File: src/rtl/usbdev_pkg.sv
// Shared types and constants for the USB device receive path.
//   line_state_t : decoded D+/D- pad state (J, K, SE0, SE1)
//   rx_state_t   : receive framing FSM states
//   line_of()    : maps a raw (dp, dm) pad pair onto line_state_t
package usbdev_pkg;

  typedef enum logic [1:0] {
    J   = 2'd0,
    K   = 2'd1,
    SE0 = 2'd2,
    SE1 = 2'd3
  } line_state_t;

  typedef enum logic [2:0] {
    IDLE  = 3'd0,
    SYNC  = 3'd1,
    DATA  = 3'd2,
    EOP   = 3'd3,
    ABORT = 3'd4
  } rx_state_t;

  localparam int USB_STUFF_LIMIT = 6;
  localparam int USB_OVERSAMPLE  = 4;

  function automatic line_state_t line_of(input logic dp, input logic dm);
    case ({dp, dm})
      2'b10:   return J;
      2'b01:   return K;
      2'b00:   return SE0;
      default: return SE1;
    endcase
  endfunction

endpackage

File: src/rtl/usbdev_rx_dpll.sv
// Bit clock recovery for the full-speed receiver.
// A phase counter is re-centred on every line-state change and otherwise
// free-runs, so the sample point sits mid-bit even with edge jitter.
//   clk, rst    : core clock, synchronous active-high reset
//   rx_en       : low holds the phase counter cleared and blocks bit_stb
//   dp_i, dm_i  : synchronised pad samples
//   bit_stb     : high for one clock when line_state is the bit sample
//   line_state  : registered line state (valid to sample with bit_stb)
module usbdev_rx_dpll
  import usbdev_pkg::*;
#(
  parameter int OVERSAMPLE = USB_OVERSAMPLE
) (
  input  logic        clk,
  input  logic        rst,
  input  logic        rx_en,
  input  logic        dp_i,
  input  logic        dm_i,
  output logic        bit_stb,
  output line_state_t line_state
);

  localparam int            PW           = $clog2(OVERSAMPLE);
  localparam logic [PW-1:0] SAMPLE_PHASE = PW'(OVERSAMPLE / 2);

  line_state_t   line_now;
  line_state_t   line_q;
  logic [PW-1:0] phase_q;

  assign line_now = line_of(dp_i, dm_i);

  // NOTE: sequential state uses non-blocking assignments so every register
  // updates from pre-edge values regardless of statement order.
  always_ff @(posedge clk) begin
    if (rst) begin
      line_q  <= J;
      phase_q <= '0;
    end else begin
      line_q <= line_now;
      if (!rx_en)                 phase_q <= '0;
      else if (line_now != line_q) phase_q <= PW'(1);
      else                         phase_q <= phase_q + PW'(1);
    end
  end

  assign bit_stb    = rx_en && (phase_q == SAMPLE_PHASE);
  assign line_state = line_q;

endmodule

File: src/rtl/usbdev_rx_decoder.sv
// USB full-speed receive front end: NRZI decode, SYNC detection, bit
// unstuffing, byte assembly and EOP detection on top of usbdev_rx_dpll.
//   clk, rst   : 48 MHz core clock, synchronous active-high reset
//   rx_en      : low forces IDLE and suppresses all strobes
//   dp_i, dm_i : synchronised D+/D- samples at 4x bit rate
//   data_o     : received byte (LSB first on the wire), qualified by valid_o
//   valid_o    : one-cycle byte strobe
//   sop_o      : one-cycle strobe when SYNC is matched
//   eop_o      : one-cycle strobe when a packet ends or is aborted
//   err_o      : one-cycle strobe on stuff error, SE1 or partial byte at EOP
//   active_o   : high from the sop_o cycle through the eop_o cycle
module usbdev_rx_decoder
  import usbdev_pkg::*;
#(
  parameter int OVERSAMPLE     = 4,
  parameter int SYNC_MIN_ZEROS = 5
) (
  input  logic       clk,
  input  logic       rst,
  input  logic       rx_en,
  input  logic       dp_i,
  input  logic       dm_i,
  output logic [7:0] data_o,
  output logic       valid_o,
  output logic       sop_o,
  output logic       eop_o,
  output logic       err_o,
  output logic       active_o
);

  localparam logic [2:0] STUFF_LIM = 3'(USB_STUFF_LIMIT);
  localparam logic [2:0] SYNC_MIN  = 3'(SYNC_MIN_ZEROS);

  logic        bit_stb;
  line_state_t line_state;

  usbdev_rx_dpll #(.OVERSAMPLE(OVERSAMPLE)) u_dpll (
    .clk        (clk),
    .rst        (rst),
    .rx_en      (rx_en),
    .dp_i       (dp_i),
    .dm_i       (dm_i),
    .bit_stb    (bit_stb),
    .line_state (line_state)
  );

  rx_state_t   state_q, state_d;
  line_state_t prev_q, prev_d;
  logic [2:0]  zero_q, zero_d;     // SYNC zero count, saturating
  logic [2:0]  ones_q, ones_d;     // consecutive decoded 1s
  logic [2:0]  bcnt_q, bcnt_d;     // bits in the current byte
  logic [2:0]  jcnt_q, jcnt_d;     // consecutive J samples in ABORT
  logic        se0_q, se0_d;       // ABORT has seen SE0 since last K/SE1
  logic [7:0]  shreg_q, shreg_d;
  logic [7:0]  data_d;
  logic        valid_d, sop_d, eop_d, err_d, active_d;

  logic       nrzi_bit;
  logic       is_jk;
  logic [7:0] shifted;

  assign nrzi_bit = (line_state == prev_q);
  assign is_jk    = (line_state == J) || (line_state == K);
  assign shifted  = {nrzi_bit, shreg_q[7:1]};

  // NOTE: every variable gets a default before the case so no path can
  // leave one unassigned and infer a latch.
  always_comb begin
    state_d = state_q;
    prev_d  = bit_stb ? line_state : prev_q;
    zero_d  = zero_q;
    ones_d  = ones_q;
    bcnt_d  = bcnt_q;
    jcnt_d  = jcnt_q;
    se0_d   = se0_q;
    shreg_d = shreg_q;
    data_d  = data_o;
    valid_d = 1'b0;
    sop_d   = 1'b0;
    eop_d   = 1'b0;
    err_d   = 1'b0;

    if (bit_stb) begin
      unique case (state_q)
        IDLE: begin
          if (line_state == K) begin
            state_d = SYNC;
            zero_d  = '0;
          end
        end

        SYNC: begin
          if (!is_jk) begin
            state_d = IDLE;
          end else if (!nrzi_bit) begin
            zero_d = (zero_q == 3'd7) ? 3'd7 : zero_q + 3'd1;
          end else if (zero_q >= SYNC_MIN) begin
            state_d = DATA;
            sop_d   = 1'b1;
            ones_d  = 3'd1;   // the SYNC-terminating 1 counts toward stuffing
            bcnt_d  = '0;
          end else begin
            state_d = IDLE;
          end
        end

        DATA: begin
          if (line_state == SE0) begin
            state_d = EOP;
          end else if (line_state == SE1) begin
            state_d = ABORT;
            err_d   = 1'b1;
            eop_d   = 1'b1;
            jcnt_d  = '0;
            se0_d   = 1'b0;
          end else if (ones_q == STUFF_LIM) begin
            if (nrzi_bit) begin
              state_d = ABORT;
              err_d   = 1'b1;
              eop_d   = 1'b1;
              jcnt_d  = '0;
              se0_d   = 1'b0;
            end else begin
              ones_d = '0;    // stuff bit: dropped, bit count untouched
            end
          end else begin
            ones_d  = nrzi_bit ? ones_q + 3'd1 : 3'd0;
            shreg_d = shifted;
            if (bcnt_q == 3'd7) begin
              data_d  = shifted;
              valid_d = 1'b1;
              bcnt_d  = '0;
            end else begin
              bcnt_d = bcnt_q + 3'd1;
            end
          end
        end

        EOP: begin
          if (line_state == J) begin
            state_d = IDLE;
            eop_d   = 1'b1;
            err_d   = (bcnt_q != 3'd0);
          end else if (line_state != SE0) begin
            // Entry to ABORT already carries eop_o, so ABORT adds none.
            state_d = ABORT;
            eop_d   = 1'b1;
            err_d   = 1'b1;
            jcnt_d  = '0;
            se0_d   = 1'b0;
          end
        end

        ABORT: begin
          if (line_state == J) begin
            if (se0_q || (jcnt_q == 3'd7)) state_d = IDLE;
            else                           jcnt_d  = jcnt_q + 3'd1;
          end else if (line_state == SE0) begin
            se0_d  = 1'b1;
            jcnt_d = '0;
          end else begin
            se0_d  = 1'b0;
            jcnt_d = '0;
          end
        end

        default: state_d = IDLE;
      endcase
    end

    active_d = sop_d || (active_o && !eop_o);
  end

  always_ff @(posedge clk) begin
    if (rst || !rx_en) begin
      state_q  <= IDLE;
      prev_q   <= J;
      zero_q   <= '0;
      ones_q   <= '0;
      bcnt_q   <= '0;
      jcnt_q   <= '0;
      se0_q    <= 1'b0;
      shreg_q  <= '0;
      data_o   <= '0;
      valid_o  <= 1'b0;
      sop_o    <= 1'b0;
      eop_o    <= 1'b0;
      err_o    <= 1'b0;
      active_o <= 1'b0;
    end else begin
      state_q  <= state_d;
      prev_q   <= prev_d;
      zero_q   <= zero_d;
      ones_q   <= ones_d;
      bcnt_q   <= bcnt_d;
      jcnt_q   <= jcnt_d;
      se0_q    <= se0_d;
      shreg_q  <= shreg_d;
      data_o   <= data_d;
      valid_o  <= valid_d;
      sop_o    <= sop_d;
      eop_o    <= eop_d;
      err_o    <= err_d;
      active_o <= active_d;
    end
  end

endmodule

File: config.mk
export PLATFORM = sky130hd
export DESIGN_NAME = usbdev_rx_decoder
export DESIGN_NICKNAME = d
export VERILOG_FILES = /design/src/rtl/usbdev_pkg.sv /design/src/rtl/usbdev_rx_dpll.sv /design/src/rtl/usbdev_rx_decoder.sv
export SDC_FILE = /design/constraint.sdc
export NUM_CORES = 1
export LEC_CHECK = 0
export CORE_MARGIN = 5
export CORE_UTILIZATION = 25
export DETAILED_ROUTE_END_ITERATION = 7
export PLACE_DENSITY = 0.37
export SYNTH_ARGS = -nofsm -noshare
export SYNTH_HDL_FRONTEND = slang
export SYNTH_SLANG_ARGS = --single-unit
File: constraint.sdc
create_clock -name clk -period 3.16 [get_ports clk]
set_clock_uncertainty 0.2 [all_clocks]
set_input_delay 0.948 -clock clk [delete_from_list [all_inputs] [get_ports clk]]
set_output_delay 0.948 -clock clk [all_outputs]
set_load 0.01 [all_outputs]
==> flow_summary.json <==
{
  "numCtsBuffers": 5,
  "vias": 1663,
  "fin_crit_sh_pct": 85.4,
  "start_util_pct": 25.6,
  "crit_path_cell_trace": "clkdlybuf4s50_1 > nand4bb_1 > nor3b_1 > o2bb2ai_1 > o31ai_1 > a32o_1",
  "timing.final.max_slew_violations": 0,
  "synth.avg_cell_area_sq_um": 9.23,
  "core_sq_um": 8180,
  "cts_tree": "built",
  "rsz0062_at_grt": "false",
  "ys_ff_latch": 42,
  "path_buf_inv": 1,
  "timing_worst_setup_path_type": "input port to flop",
  "seq_area_frac_synth_pct": 40.1,
  "power.internal_uw": 793,
  "cpLargestDelayFamily": "compound AO/OA/AOI/OAI gates",
  "nets": 269,
  "die_x_microns": 102,
  "setup_viol": 0,
  "fmax_mhz": 371,
  "overflow": 0,
  "hold_viol": 0,
  "slowest_delay_ns": 0.56,
  "slew_headroom_pct": 65.0,
  "rrSetupSlack_ns": 0.77,
  "syn_nets": 244,
  "combPwrFrac_pct": 5.8,
  "synthArstFlopShare_pct": 0,
  "grt_pass1_vias": 1601,
  "drtIter0Drc": 115,
  "htree_levels": 2,
  "cts.clk_slew.worst_paths_ns": 0.08,
  "dp_hpwl_microns": 3500,
  "irDropWorstVdd_mv": 0.165,
  "row_count": 33,
  "drive_gt1_share_pct": 11.5,
  "ctsRootBufferMaster": "clkbuf_8",
  "ant_nets": 0,
  "tightest_slew_ns": 0.519,
  "antenna_found_initial": 0,
  "wl_per_cell_microns": 13.6,
  "power_density_nw_per_um2": 399,
  "grt_pass1_wl_microns": 8110,
  "port_buffers": 17,
  "drtPass1Iterations": 4,
  "layoutNonFillerInstCount": 358,
  "yosysTopAreaCellShare_pct": 40.1,
  "pwr-share-seq_pct": 52.4,
  "arrival_ns": 2.69,
  "power_leakage_nw": 0.977,
  "start_kind": "input port",
  "cp.required_ns": 3.15,
  "synth_top_cell_by_area": "dfxtp_1",
  "p_total_mw": 1.02,
  "synth_edf_count": 0,
  "synthCells": 227,
  "placed_cell_area_sq_um": 2460,
  "fp.dieH_microns": 102,
  "synthTopCellsByArea": "dfxtp_1 40%, mux2i_1 9.1%, ha_1 7.2%",
  "grt_usage_pct": 10.2,
  "dieArea_sq_um": 10300,
  "wirelength_microns": 4870,
  "ys.flop_type": "dfxtp_1",
  "status": "finished, final reports clean",
  "syn_to_final_growth_pct": 22.4,
  "place_inst": 350,
  "cp_slowest_cell": "clkdlybuf4s50_1",
  "postCtsSetupBuffers": 0,
  "min_period_ns": 2.70,
  "drc": 0,
  "syn_area_sq_um": 2100,
  "p_sw_uw": 232,
  "multi_input_area_sq_um": 1170,
  "cp-end-kind": "flop",
  "n_fill_cell": 890,
  "synthMostInstantiatedCell": "dfxtp_1",
  "min_path_type": "flop to flop",
  "viasPerCell": 4.65,
  "clk_latency_ns": 0.29,
  "final_util_pct": 31.4,
  "yosysWarningCount": 0,
  "drv_cap": 0,
  "clock_sinks": 42,
  "gp_congestion": 0.688,
  "ys_types": 47,
  "diodes": 0,
  "cts_resized": 0,
  "crit_fanout": 5,
  "clkPwrFrac_pct": 41.8,
  "fin_area_sq_um": 2570,
  "cts_hold_buf": 0,
  "io_pins": 18,
  "clock_path_buffers": 2,
  "netSwitchingFraction_pct": 22.6,
  "setup_tns_ns": 0,
  "grt_max_degree": 30,
  "ys_top_cells_by_count": "42 x dfxtp_1, 36 x nor2_1, 19 x mux2i_1, 15 x nand2_1, 12 x ha_1",
  "area.sequential_sq_um": 841
}
==> metrics by stage <==
step	worst slack (ns)	hold WS, ns
final	0.462	0.237
after global routing	0.186	0.286
after CTS	0.456	0.241
after detailed placement	0.141	0.228
after global placement	0.144	0.223
after floorplan	0.876	0.208
==> routing by layer <==
layer	share of wire, %	track usage, %	vias up	routed length [microns]
li1	-	-	851	-
met1	50	14.0	782	2450
met5	0	0	-	0
met4	1.7	4.40	0	82
met3	3.1	2.27	6	153
met2	45	15.3	24	2190
==> worst paths after layout <==
kind                                    from                           end  cells past startpoint
max                                    rx_en        ones_q[2]$_SDFFE_PP0P_                      6
min             u_dpll.phase_q[0]$_SDFF_PP0_  u_dpll.phase_q[0]$_SDFF_PP0_                      1
max reg2reg  u_dpll.line_state[1]$_SDFF_PP0_        bcnt_q[0]$_SDFFE_PP0P_                      5
min reg2reg     u_dpll.phase_q[0]$_SDFF_PP0_  u_dpll.phase_q[0]$_SDFF_PP0_                      1
==> area by class of cell <==
type                    instances  area share, %
clock buffers                   6           2.83
clock inverters                 2           1.46
inverters                      10           1.46
multi-input cells             163           45.4
flip-flops and latches         42           32.8
well taps                     105           5.12
repair buffers                 30           10.9
==> kinds of logic after synthesis <==
group | Yosys count | share of synthesized area [%]
fa+ha+maj | 12 | 7.16
xor+xnor | 6 | 2.51
flops | 42 | 40.1
simple gates | 88 | 20.7
compound gates | 36 | 15.1
buf+inv | 22 | 4.24
mux | 21 | 10.1
==> sequential cells by signal, summed over array words and instances, names as in the netlist, 3 cells and up <==
| signal | cells |
|---|---|
| bcnt_q | 3 |
| data_o | 8 |
| jcnt_q | 3 |
| ones_q | 3 |
| shreg_q | 7 |
| state_q | 3 |
| zero_q | 3 |
==> power by group through the flow <==
stage	Clock (mW)	Sequential, mW	Combinational, mW
6_report	0.428	0.536	0.0599
5_1_grt	0.476	0.537	0.0672
4_1_cts	0.454	0.537	0.0611
3_5_place_dp	0	0.549	0.0609
3_3_place_gp	0	0.549	0.0624
2_1_floorplan	0	0.546	0.0393
==> placed cells by master (no fill, tap or decap), types with 8 or more instances in the layout <==
master,instances
buf_4,12
clkdlybuf4s50_1,17
dfxtp_1,42
ha_1,12
inv_1,10
mux2i_1,19
nand2_1,15
nand3_1,8
nor2_1,36
Note: power is estimated with default switching activity, not from simulation.
